File: config.mk
export PLATFORM = sky130hd
export DESIGN_NAME = pipe_ctrl
export DESIGN_NICKNAME = d
export VERILOG_FILES = /design/src/rtl/pipe_ctrl_pkg.sv /design/src/rtl/pipe_ctrl_hazard_unit.sv /design/src/rtl/pipe_ctrl.sv
export SDC_FILE = /design/constraint.sdc
export NUM_CORES = 1
export LEC_CHECK = 0
export ABC_AREA = 1
export CORE_MARGIN = 3
export CORE_UTILIZATION = 38
export DETAILED_ROUTE_END_ITERATION = 10
export PLACE_DENSITY = 0.87
export SYNTH_ARGS = -nofsm -noshare
export SYNTH_HDL_FRONTEND = slang
export SYNTH_HIERARCHICAL = 1
export SYNTH_SLANG_ARGS = --single-unit
File: constraint.sdc
create_clock -name clk -period 2.7 [get_ports clk]
set_input_delay 0.27 -clock clk [delete_from_list [all_inputs] [get_ports clk]]
set_output_delay 0.27 -clock clk [all_outputs]
set_load 0.05 [all_outputs]
File: src/rtl/pipe_ctrl_pkg.sv
// rtl/pipe_ctrl_pkg.sv - shared state type and bubble NOP fields for pipe_ctrl
package pipe_ctrl_pkg;

    typedef enum logic {
        RUN      = 1'b0,
        MEM_WAIT = 1'b1
    } state_t;

    typedef struct packed {
        logic [3:0] op;
        logic [3:0] func;
        logic       wrReg;
    } nop_fields_t;

    localparam nop_fields_t NOP = '{op: 4'h0, func: 4'h0, wrReg: 1'b0};

endpackage

File: src/rtl/pipe_ctrl_hazard_unit.sv
// rtl/pipe_ctrl_hazard_unit.sv - load-use hazard detection between ID and EX
module hazard_unit
    import pipe_ctrl_pkg::*;
#(
    parameter int REG_INDEX_BIT_WIDTH = 4
) (
    input  logic [REG_INDEX_BIT_WIDTH-1:0] id_rs,
    input  logic [REG_INDEX_BIT_WIDTH-1:0] id_rt,
    input  logic                           id_use_rs,
    input  logic                           id_use_rt,
    input  logic [REG_INDEX_BIT_WIDTH-1:0] ex_rd,
    input  logic                           ex_wrReg,
    input  logic                           ex_isLoad,
    output logic                           loaduse
);

    logic w_rs_hit;
    logic w_rt_hit;

    // Index 0 is compared like any other register.
    assign w_rs_hit = id_use_rs & (id_rs == ex_rd);
    assign w_rt_hit = id_use_rt & (id_rt == ex_rd);
    assign loaduse  = ex_isLoad & (ex_wrReg != NOP.wrReg) & (w_rs_hit | w_rt_hit);

endmodule

File: src/rtl/pipe_ctrl.sv
// rtl/pipe_ctrl.sv - pipeline enable/bubble sequencer with memory watchdog; PIPE_CTRL_PERF_EN adds perf counters
module pipe_ctrl
    import pipe_ctrl_pkg::*;
#(
    parameter int REG_INDEX_BIT_WIDTH = 4,
    parameter int MEM_TIMEOUT         = 255,
    parameter int CNT_BITS            = 32
) (
    input  logic                           clk,
    input  logic                           reset,
    input  logic [REG_INDEX_BIT_WIDTH-1:0] id_rs,
    input  logic [REG_INDEX_BIT_WIDTH-1:0] id_rt,
    input  logic                           id_use_rs,
    input  logic                           id_use_rt,
    input  logic [REG_INDEX_BIT_WIDTH-1:0] ex_rd,
    input  logic                           ex_wrReg,
    input  logic                           ex_isLoad,
    input  logic                           ex_mispred,
    input  logic                           mem_req,
    input  logic                           mem_ack,
    output logic                           pc_wrt_en,
    output logic                           fd_wrt_en,
    output logic                           de_wrt_en,
    output logic                           em_wrt_en,
    output logic                           mw_wrt_en,
    output logic                           fd_bubble,
    output logic                           de_bubble,
    output logic                           mw_bubble,
    output logic                           mem_err,
    output logic [CNT_BITS-1:0]            stall_cycles,
    output logic [CNT_BITS-1:0]            flush_count
);

    localparam int                   WAIT_BITS = $clog2(MEM_TIMEOUT + 1);
    localparam logic [WAIT_BITS-1:0] WAIT_MAX  = WAIT_BITS'(MEM_TIMEOUT);

    state_t               r_state;
    logic [WAIT_BITS-1:0] r_wait_cnt;
    logic                 r_mem_err;
    logic [WAIT_BITS-1:0] w_wait_next;
    logic                 w_loaduse;
    logic                 w_memstall;
    logic                 w_freeze;

    hazard_unit #(
        .REG_INDEX_BIT_WIDTH(REG_INDEX_BIT_WIDTH)
    ) u_hazard (
        .id_rs    (id_rs),
        .id_rt    (id_rt),
        .id_use_rs(id_use_rs),
        .id_use_rt(id_use_rt),
        .ex_rd    (ex_rd),
        .ex_wrReg (ex_wrReg),
        .ex_isLoad(ex_isLoad),
        .loaduse  (w_loaduse)
    );

    assign w_memstall  = mem_req & ~mem_ack;
    // In MEM_WAIT the ack alone releases the freeze; mem_req is not re-examined.
    assign w_freeze    = (r_state == MEM_WAIT) ? ~mem_ack : w_memstall;
    assign w_wait_next = (r_wait_cnt == WAIT_MAX) ? r_wait_cnt : r_wait_cnt + 1'b1;

    always_comb begin
        pc_wrt_en = 1'b0;
        fd_wrt_en = 1'b0;
        de_wrt_en = 1'b0;
        em_wrt_en = 1'b0;
        mw_wrt_en = 1'b0;
        fd_bubble = 1'b0;
        de_bubble = 1'b0;
        mw_bubble = 1'b0;
        if (!reset) begin
            if (w_freeze) begin
                mw_wrt_en = 1'b1;
                mw_bubble = 1'b1;
            end else if (ex_mispred) begin
                {pc_wrt_en, fd_wrt_en, de_wrt_en, em_wrt_en, mw_wrt_en} = 5'b11111;
                fd_bubble = 1'b1;
                de_bubble = 1'b1;
            end else if (w_loaduse) begin
                {de_wrt_en, em_wrt_en, mw_wrt_en} = 3'b111;
                de_bubble = 1'b1;
            end else begin
                {pc_wrt_en, fd_wrt_en, de_wrt_en, em_wrt_en, mw_wrt_en} = 5'b11111;
            end
        end
    end

    always_ff @(posedge clk or posedge reset) begin
        if (reset) begin
            r_state    <= RUN;
            r_wait_cnt <= '0;
            r_mem_err  <= 1'b0;
        end else if (r_state == RUN) begin
            if (w_memstall) begin
                r_state    <= MEM_WAIT;
                r_wait_cnt <= '0;
            end
        end else if (mem_ack) begin
            r_state <= RUN;
        end else begin
            r_wait_cnt <= w_wait_next;
            if (w_wait_next == WAIT_MAX) begin
                r_mem_err <= 1'b1;
            end
        end
    end

    assign mem_err = r_mem_err;

`ifdef PIPE_CTRL_PERF_EN
    logic [CNT_BITS-1:0] r_stall_cycles;
    logic [CNT_BITS-1:0] r_flush_count;
    logic                w_flush;

    assign w_flush = ~w_freeze & ex_mispred;

    always_ff @(posedge clk or posedge reset) begin
        if (reset) begin
            r_stall_cycles <= '0;
            r_flush_count  <= '0;
        end else begin
            if (!pc_wrt_en && (r_stall_cycles != '1)) begin
                r_stall_cycles <= r_stall_cycles + 1'b1;
            end
            if (w_flush && (r_flush_count != '1)) begin
                r_flush_count <= r_flush_count + 1'b1;
            end
        end
    end

    assign stall_cycles = r_stall_cycles;
    assign flush_count  = r_flush_count;
`else
    assign stall_cycles = '0;
    assign flush_count  = '0;
`endif

endmodule

==> results of run 1 <==
## sequential cells by signal, summed over array words and instances (netlist names)
| register | flops |
|---|---|
| r_state | 1 |
| mem_err | 1 |
| r_wait_cnt | 8 |
## power by group
group / internal (mW) / total, mW / switching [mW]
clock network: 0.0820 / 0.141 / 0.0593
registers: 0.158 / 0.169 / 0.0105
logic: 0.0623 / 0.336 / 0.273
## cells by family (layout without fill, tap and decap cells)
family,count (synthesis),count (layout),synth area share (%)
AO/OA/AOI/OAI,14,14,7.054
buffers and inverters,88,56,44.04
adder cells (fa/ha/maj),1,1,0.9531
XOR/XNOR,5,5,3.337
AND/OR/NAND/NOR,72,72,25.26
flip-flops,10,10,19.07
other,1,64,0.2857
## final cells by class
class / count / share of cell area, %
Clock buffer: 4 / 2.526
Inverter: 22 / 5.749
Multi-Input combinational cell: 156 / 50.44
Sequential cell: 10 / 17.42
Tap cell: 44 / 3.833
Timing Repair Buffer: 30 / 20.03
## per-layer routing
layer,GRT usage [%],wire length [µm]
met1,13.68,952
met2,18.01,1200
met3,2.600,273
met4,5.805,40
met5,0,0
## worst paths after layout
path                       depth (start not counted)            end  slack [ps]          start
max in group asynchronous                          3  r_wait_cnt[6]        2120          reset
min in group clk                                   2        mem_err         470        mem_err
min                                                3        r_state         430          reset
max                                                4      de_wrt_en         370        r_state
max reg2reg                                       10        mem_err        1200  r_wait_cnt[0]
min reg2reg                                        2        mem_err         470        mem_err
## synthesized netlist by cell type
cell | n | share of area [%]
sky130_fd_sc_hd__buf_4 | 66 | 38
sky130_fd_sc_hd__nand2_1 | 40 | 11
sky130_fd_sc_hd__inv_1 | 19 | 5.4
sky130_fd_sc_hd__nor2_1 | 13 | 3.7
sky130_fd_sc_hd__dfrtp_1 | 10 | 19
sky130_fd_sc_hd__nand3_1 | 8 | 3.1
sky130_fd_sc_hd__a22o_1 | 3 | 2.0
sky130_fd_sc_hd__inv_2 | 3 | 0.86
sky130_fd_sc_hd__nand2_2 | 3 | 1.4
sky130_fd_sc_hd__nor2_4 | 3 | 2.6
sky130_fd_sc_hd__o21ai_0 | 3 | 1.1
sky130_fd_sc_hd__o21ai_1 | 3 | 1.1
sky130_fd_sc_hd__xnor2_1 | 3 | 2.0
sky130_fd_sc_hd__nor2_2 | 2 | 0.95
sky130_fd_sc_hd__xor2_1 | 2 | 1.3
sky130_fd_sc_hd__a21oi_1 | 1 | 0.38
sky130_fd_sc_hd__a21oi_2 | 1 | 0.67
sky130_fd_sc_hd__conb_1 | 1 | 0.29
sky130_fd_sc_hd__ha_1 | 1 | 0.95
sky130_fd_sc_hd__nand2_4 | 1 | 0.86
sky130_fd_sc_hd__nand3_2 | 1 | 0.76
sky130_fd_sc_hd__nand4_1 | 1 | 0.48
sky130_fd_sc_hd__o21a_1 | 1 | 0.57
sky130_fd_sc_hd__o21ai_2 | 1 | 0.67
sky130_fd_sc_hd__o22ai_1 | 1 | 0.48
## per-stage QoR
step                      cell area (µm²)  util [%]
final                                1436     45.20
after CTS                            1436     45.20
after detailed placement             1400     44.06
after global placement               1400     44.06
after floorplan                      1553         -
after global routing                 1436     45.20
## critical path: stages, from the launching register on
cell                              delay [ps]
sky130_fd_sc_hd__dfrtp_1                 400
sky130_fd_sc_hd__o21ai_2                 250
sky130_fd_sc_hd__inv_2                   120
sky130_fd_sc_hd__nor2_2                  170
sky130_fd_sc_hd__clkdlybuf4s50_1         840
==> results.txt, run 1 <==
The flow ran to the end, and the final reports show no timing, DRC or antenna violations. Yosys mapped the design onto 25 distinct sky130hd cell types. Maximum level of the CTS H-tree: 1.

The pre-antenna-repair detailed-routing pass consisted of 6 iterations. The run gives 378.5 ps as the worst slack at placement. The leading cell type in the layout, fill and taps excluded is sky130_fd_sc_hd__conb_1.

The run gives 0.004195 mm² as the die area. The sequential fraction of the synthesis area was 19.07%; the clock transition at the register clock pins on the worst setup and hold paths after CTS was 80 ps. Setup repair after global routing left no endpoint under its margin. Once the clock tree was built, the resizer swapped 0 gates to a different size.

Critical path startpoint category: a flip-flop. Setup violations remaining at the end of the flow were counted as 0. After detailed routing, the total wire length is 2467 µm. Measured against its own limit, the worst slew margin works out to 65.71%.

Excluding fillers, the count of instances in the completed layout stands at 266. The sequential standard cell area is 250.2 µm², and the count of endpoints failing hold in the final timing report is 0. TritonCTS built the clock tree. Once detailed placement completed, the half-perimeter wirelength came to 2110 µm.

The final critical delay including setup and external delays was 2327 ps. The first global-routing pass estimated 3767 µm of wire. The areal power density over the cells came out at 449.4 mW/mm². The run gives 245 as the final net count. The via count of the first global-routing pass is 918, and the port buffer count is 29.

The tools report the achievable frequency as 429.7 MHz. STA puts the critical path data required time at 2430 ps. In the layout the commonest cells are 64 x sky130_fd_sc_hd__conb_1, 40 x sky130_fd_sc_hd__nand2_1, 25 x sky130_fd_sc_hd__clkdlybuf4s50_1. The worst path uses 86.19% of the clock period. Routed length per placed instance: 9.274 µm.

The number of buffers inserted by hold repair at cts is 0, and the total global routing overflow is 0. CTS saw 10 sinks. Counting every instance in the synthesized netlist gives 191. Pin placement for this block handled 94 I/O pins.

The tools report the maximum clock insertion buffer count as 2. The initial DRC count is 22, and the clock network latency to the later pin of the worst-skew pair is 270 ps. The height of the chip was 64.77 µm; the maximum fanout along the worst path was 7. The filler cells instantiated in the layout total 332. For the largest clock skew in the final design, the log shows 5.545 ps. Across the run, the number of max-cap violations was 0. The setup TNS was 0 ps.

Routability-driven placement finished with a final weighted congestion of 0.9063. Including well taps, the total number of placed cells is 262. Once detail routing completed, the nets flagged for antenna violations numbered 0. For this run, design rule violations remaining after detail routing come to 0. The mapped netlist covers 0.001313 mm².

Entering global routing, the biggest net connects 11 pins. In the global route stage, overall resource usage came out at 11.16%. Across all hold checks on the routed design, the worst slack comes to 431.5 ps. Once routing completed, OpenROAD measured the worst setup slack at 373.0 ps. The run gives 0 as the final count of pins violating max slew. The class of the tightest hold or removal check is input pin to async pin.

The synthesis-stage register bit count came out at 10. The tools report the total design power as 0.6456 mW. Using the TritonRoute via totals, the vias-per-cell ratio works out to 3.914. After floorplanning, the core was divided into 20 placement rows.

The share of final-layout standard cells stronger than drive strength 1 is 11.26%, and the post-CTS repair timing setup buffer count is 0. The synthesis-to-finish area growth is 9.438%, and the slew at the pin with the worst max-slew slack is 512.8 ps. The analysis attributes to cell leakage a power of 0.8013 nW.

During synthesis, Yosys emitted a total of 6 warnings. The initial antenna violation count came out at 0. The worst setup path is captured at an output port. The initial utilization of the core area, before any placement, comes to 41.30%. The floorplan step set the die width to 64.77 µm. For the worst setup path, the data arrival time is 2060 ps. The root buffer cell chosen for the clock tree is sky130_fd_sc_hd__clkbuf_4. The core region is 0.003178 mm². The worst setup path category was flip-flop to output port. For the multi-input logic area, the log shows 724.4 µm².

IR analysis of the VDD net gives a maximum drop of 0.2350 mV. The post-synthesis area per instance was 6.872 µm². CTS buffer count: 3. The run gives 1041 as the via count of the routed design. 0 antenna diodes ended up in the layout.
(Power assumes the default switching activity.)
==> run 2, diff against run 1 <==
CTS_CLUSTER_SIZE = 28   (was not set)
==> results of run 2 <==
No change in the layout: final DEF, timing and power equal those of run 1.
==> run 3, diff against run 2 <==
CAP_MARGIN = 20   (was not set)
GPL_TIMING_DRIVEN = 1   (was not set)
SYNTH_HIERARCHICAL = not set   (was 1)
==> results.txt, run 3 <==
Routability-driven placement finished with a final weighted congestion of 0.9291. Based on the critical path, the design can be clocked at up to 431.6 MHz. The tools report the number of filler instances in the final layout as 330. After detailed routing, the total wire length is 2578 µm.

Half-perimeter wire length of the detailed placement result: 2278 µm. The worst setup path category was input pin to output port. Global routing used 12.08% of the available tracks. Setup repair after global routing left no endpoint under its margin.

By area the synthesized netlist is led by sky130_fd_sc_hd__buf_4 38%, sky130_fd_sc_hd__dfrtp_1 19%, sky130_fd_sc_hd__nand2_1 13%. The total cell area at the placement stage was 0.001395 mm²; the met2 layer usage reported by global route was 22.22%. Maximum level of the CTS H-tree: 1. The slew at the pin with the worst max-slew slack came out at 498.1 ps. The top cell types in the final layout, fill and taps aside, are 64 x sky130_fd_sc_hd__conb_1, 46 x sky130_fd_sc_hd__nand2_1, 25 x sky130_fd_sc_hd__clkdlybuf4s50_1. The tools report the count of unresolved DRC violations after routing as 0. After synthesis, the netlist uses 21 different library cells.

The core region is 0.003178 mm². The vias per cell works out to 3.844. Power comes to 0.6483 mW. The logs give 21.4% for the part of the total power dissipated in the clock network and 19.08% for the sequential fraction of the synthesis area. The cell area that synthesis handed to floorplanning was 0.001311 mm².

Routed length per placed instance: 9.584 µm. Setup violations remaining at the end of the flow were counted as 0. The height of the chip is 64.74 µm.

Of the available clock period, the critical path in the final layout requires 85.81%. The register name with the most flops was r_wait_cnt. After clock tree synthesis, the setup repair step added 0 buffers. Cells with a size suffix above 1 make up 10.67% of the layout. Setup TNS: 0 ps. For this design, the CTS-stage hold fixing added 0 buffers. On the final layout, the worst hold slack is 434.5 ps. The run gives 2430 ps as the critical path required time.

The run gives 45.04% as the utilization after layout. The register with the most flip-flops in the layout has 8 of them. For the maximum clock insertion buffer count, the log shows 2. Subtracting the final worst setup slack from the clock period gives 2317 ps. For the final instance area, the log shows 0.001431 mm². The share of total power dissipated in combinational logic is 52.3%. In this run the remaining antenna-violating nets after routing total 0.

The initial antenna violation count is 0. Sequential cells burn 26.3% of the power. The clock drives 10 sinks. Clock transition at the register clock pins on the worst setup and hold paths after CTS: 70 ps.

The total global routing overflow is 0, and the initial DRC count is 19. The number of maximum-capacitance violations is 0, and the number of standard-cell rows in the floorplan is 20. The via count of the first global-routing pass was 872; the post-cts resize count was 0. The final count of pins violating max slew is 0, and the switching power of the nets is 0.3454 mW. Compared with the post-synthesis result, the final layout area differs by 9.160%.

The share of synthesized area in the top cell type comes to 37.79%. Leaving out fill and tap cells, the most frequent cell in the layout is sky130_fd_sc_hd__conb_1. The later pin in the worst-skew pair is clocked with a latency of 270 ps. The first global-routing pass estimated 3953 µm of wire. Clock skew on the completed layout was measured at 0.4458 ps. In this run the worst hold path is classified as input pin to async pin.

For met3 alone, demand over resource in global routing was 1.213%. The total leakage power is 0.7841 nW. The most numerous cell in the Yosys netlist is sky130_fd_sc_hd__buf_4. The number of synthesis warnings is 0, and the die area is 0.004191 mm².

Before antenna repair, the detailed router went through 4 iterations. The cell accounting for the most synthesized area was sky130_fd_sc_hd__buf_4. Input and output buffers added on the ports amount to 29. The tools report the count of endpoints failing hold in the final timing report as 0. Across the VDD grid, the largest voltage drop is 0.1812 mV. The largest net degree at the start of global routing is 11. Net switching is 53.28% of the power. CTS placed an instance of sky130_fd_sc_hd__clkbuf_4 at the clock tree root. TritonCTS built the clock tree.

Number of enable flip-flop cells after synthesis: 0. In this run, synthesis produced a sequential element count of 10. For this design the top-level I/O count stands at 94. The critical path endpoint category is an output port. Cell count after synthesis: 194.

Along the worst path, the maximum fanout reaches 8. Across all layers, the routed design uses 1034 vias. Of all flip-flops after synthesis, the portion carrying an async set or reset was 100.0%. The global routing stage identified its most utilized layer as met2.

In the synthesized netlist, the cells that appear most often are 66 x sky130_fd_sc_hd__buf_4, 46 x sky130_fd_sc_hd__nand2_1, 18 x sky130_fd_sc_hd__inv_1. The areal power density over the cells was 452.9 mW/mm². STA classifies the critical path startpoint as an input pin. Initial cell density of the core: 41.26%.

The post-synthesis area per instance was 6.759 µm². The run gives 0 as the count of antenna diodes in the layout. Counting the buffers created by CTS gives 3. The run finished with clean final reports.

Dominant register cell in the synthesized netlist: sky130_fd_sc_hd__dfrtp_1. The routing usage on met1 came out at 14.29%. The floorplan die width is 64.74 µm. In the final design database the tool counted 248 nets. The internal power was 0.3029 mW; the arrival time at the worst endpoint was 2050 ps. Headroom to the max-slew limit came out at 66.69%. Measured in cells, the most critical reg-to-reg path has a length of 8.
run 3: cell types whose count changed in the layout (fill, tap and decap cells not counted), moves of 2 or more:
cell / delta
sky130_fd_sc_hd__a21oi_2: -2
sky130_fd_sc_hd__o21ai_0: +4
sky130_fd_sc_hd__o21ai_1: -2
sky130_fd_sc_hd__nand2_1: +6
sky130_fd_sc_hd__xor2_1: -2
run 3: cell type report:
class | count | area (µm²) | area share [%]
clock buffers | 4 | 36.28 | 2.535
inverters | 21 | 78.83 | 5.507
multi-input cells | 160 | 723.2 | 50.52
flip-flops and latches | 10 | 250.2 | 17.48
well taps | 44 | 55.05 | 3.846
repair buffers | 30 | 287.8 | 20.10
run 3: power groups by stage:
stage               sequential [mW]  combinational [mW]  clock (mW)
floorplan                     0.170               0.353           0
detailed placement            0.173               0.337           0
finish                        0.171               0.339       0.139
global route                  0.172               0.356       0.144
CTS                           0.170               0.337       0.141
global placement              0.173               0.334           0
run 3: per-stage QoR:
| step | worst slack (ps) | instances |
|---|---|---|
| after floorplan | 419.2 | 257 |
| after global placement | 404.3 | 265 |
| after detailed placement | 379.7 | 265 |
| after CTS | 378.8 | 269 |
| after global routing | 260.2 | 269 |
| final | 383.1 | 269 |
run 3: layer usage:
metal	part of all wire (%)	wire length (µm)	up-vias
met5	0	0	-
met4	0.85	22	0
met3	7.4	192	3
met2	54	1403	46
met1	37	960	461
li1	-	-	524
run 3: path summary, 6_finish.rpt:
check | startpoint | end | slack, ps
min | reset | r_wait_cnt[7] | 430
max in group asynchronous | reset | mem_err | 2130
max | mem_ack | em_wrt_en | 380
max reg2reg | r_wait_cnt[1] | mem_err | 1180
min in group clk | mem_err | mem_err | 470
min reg2reg | mem_err | mem_err | 470
run 3: cell families after synthesis:
group / Yosys count / synth area share [%]
compound gates: 12 / 5.630
simple gates: 79 / 27.58
xor+xnor: 4 / 2.671
buf+inv: 87 / 43.80
flops: 10 / 19.08
other cells: 1 / 0.2860
fa+ha+maj: 1 / 0.9540
run 3: critical path, cell delays in order:
cell and delay, ps:
sky130_fd_sc_hd__clkdlybuf4s50_1 510, sky130_fd_sc_hd__inv_2 40, sky130_fd_sc_hd__o21ai_2 90, sky130_fd_sc_hd__inv_2 120, sky130_fd_sc_hd__nor2_2 180, sky130_fd_sc_hd__clkdlybuf4s50_1 840
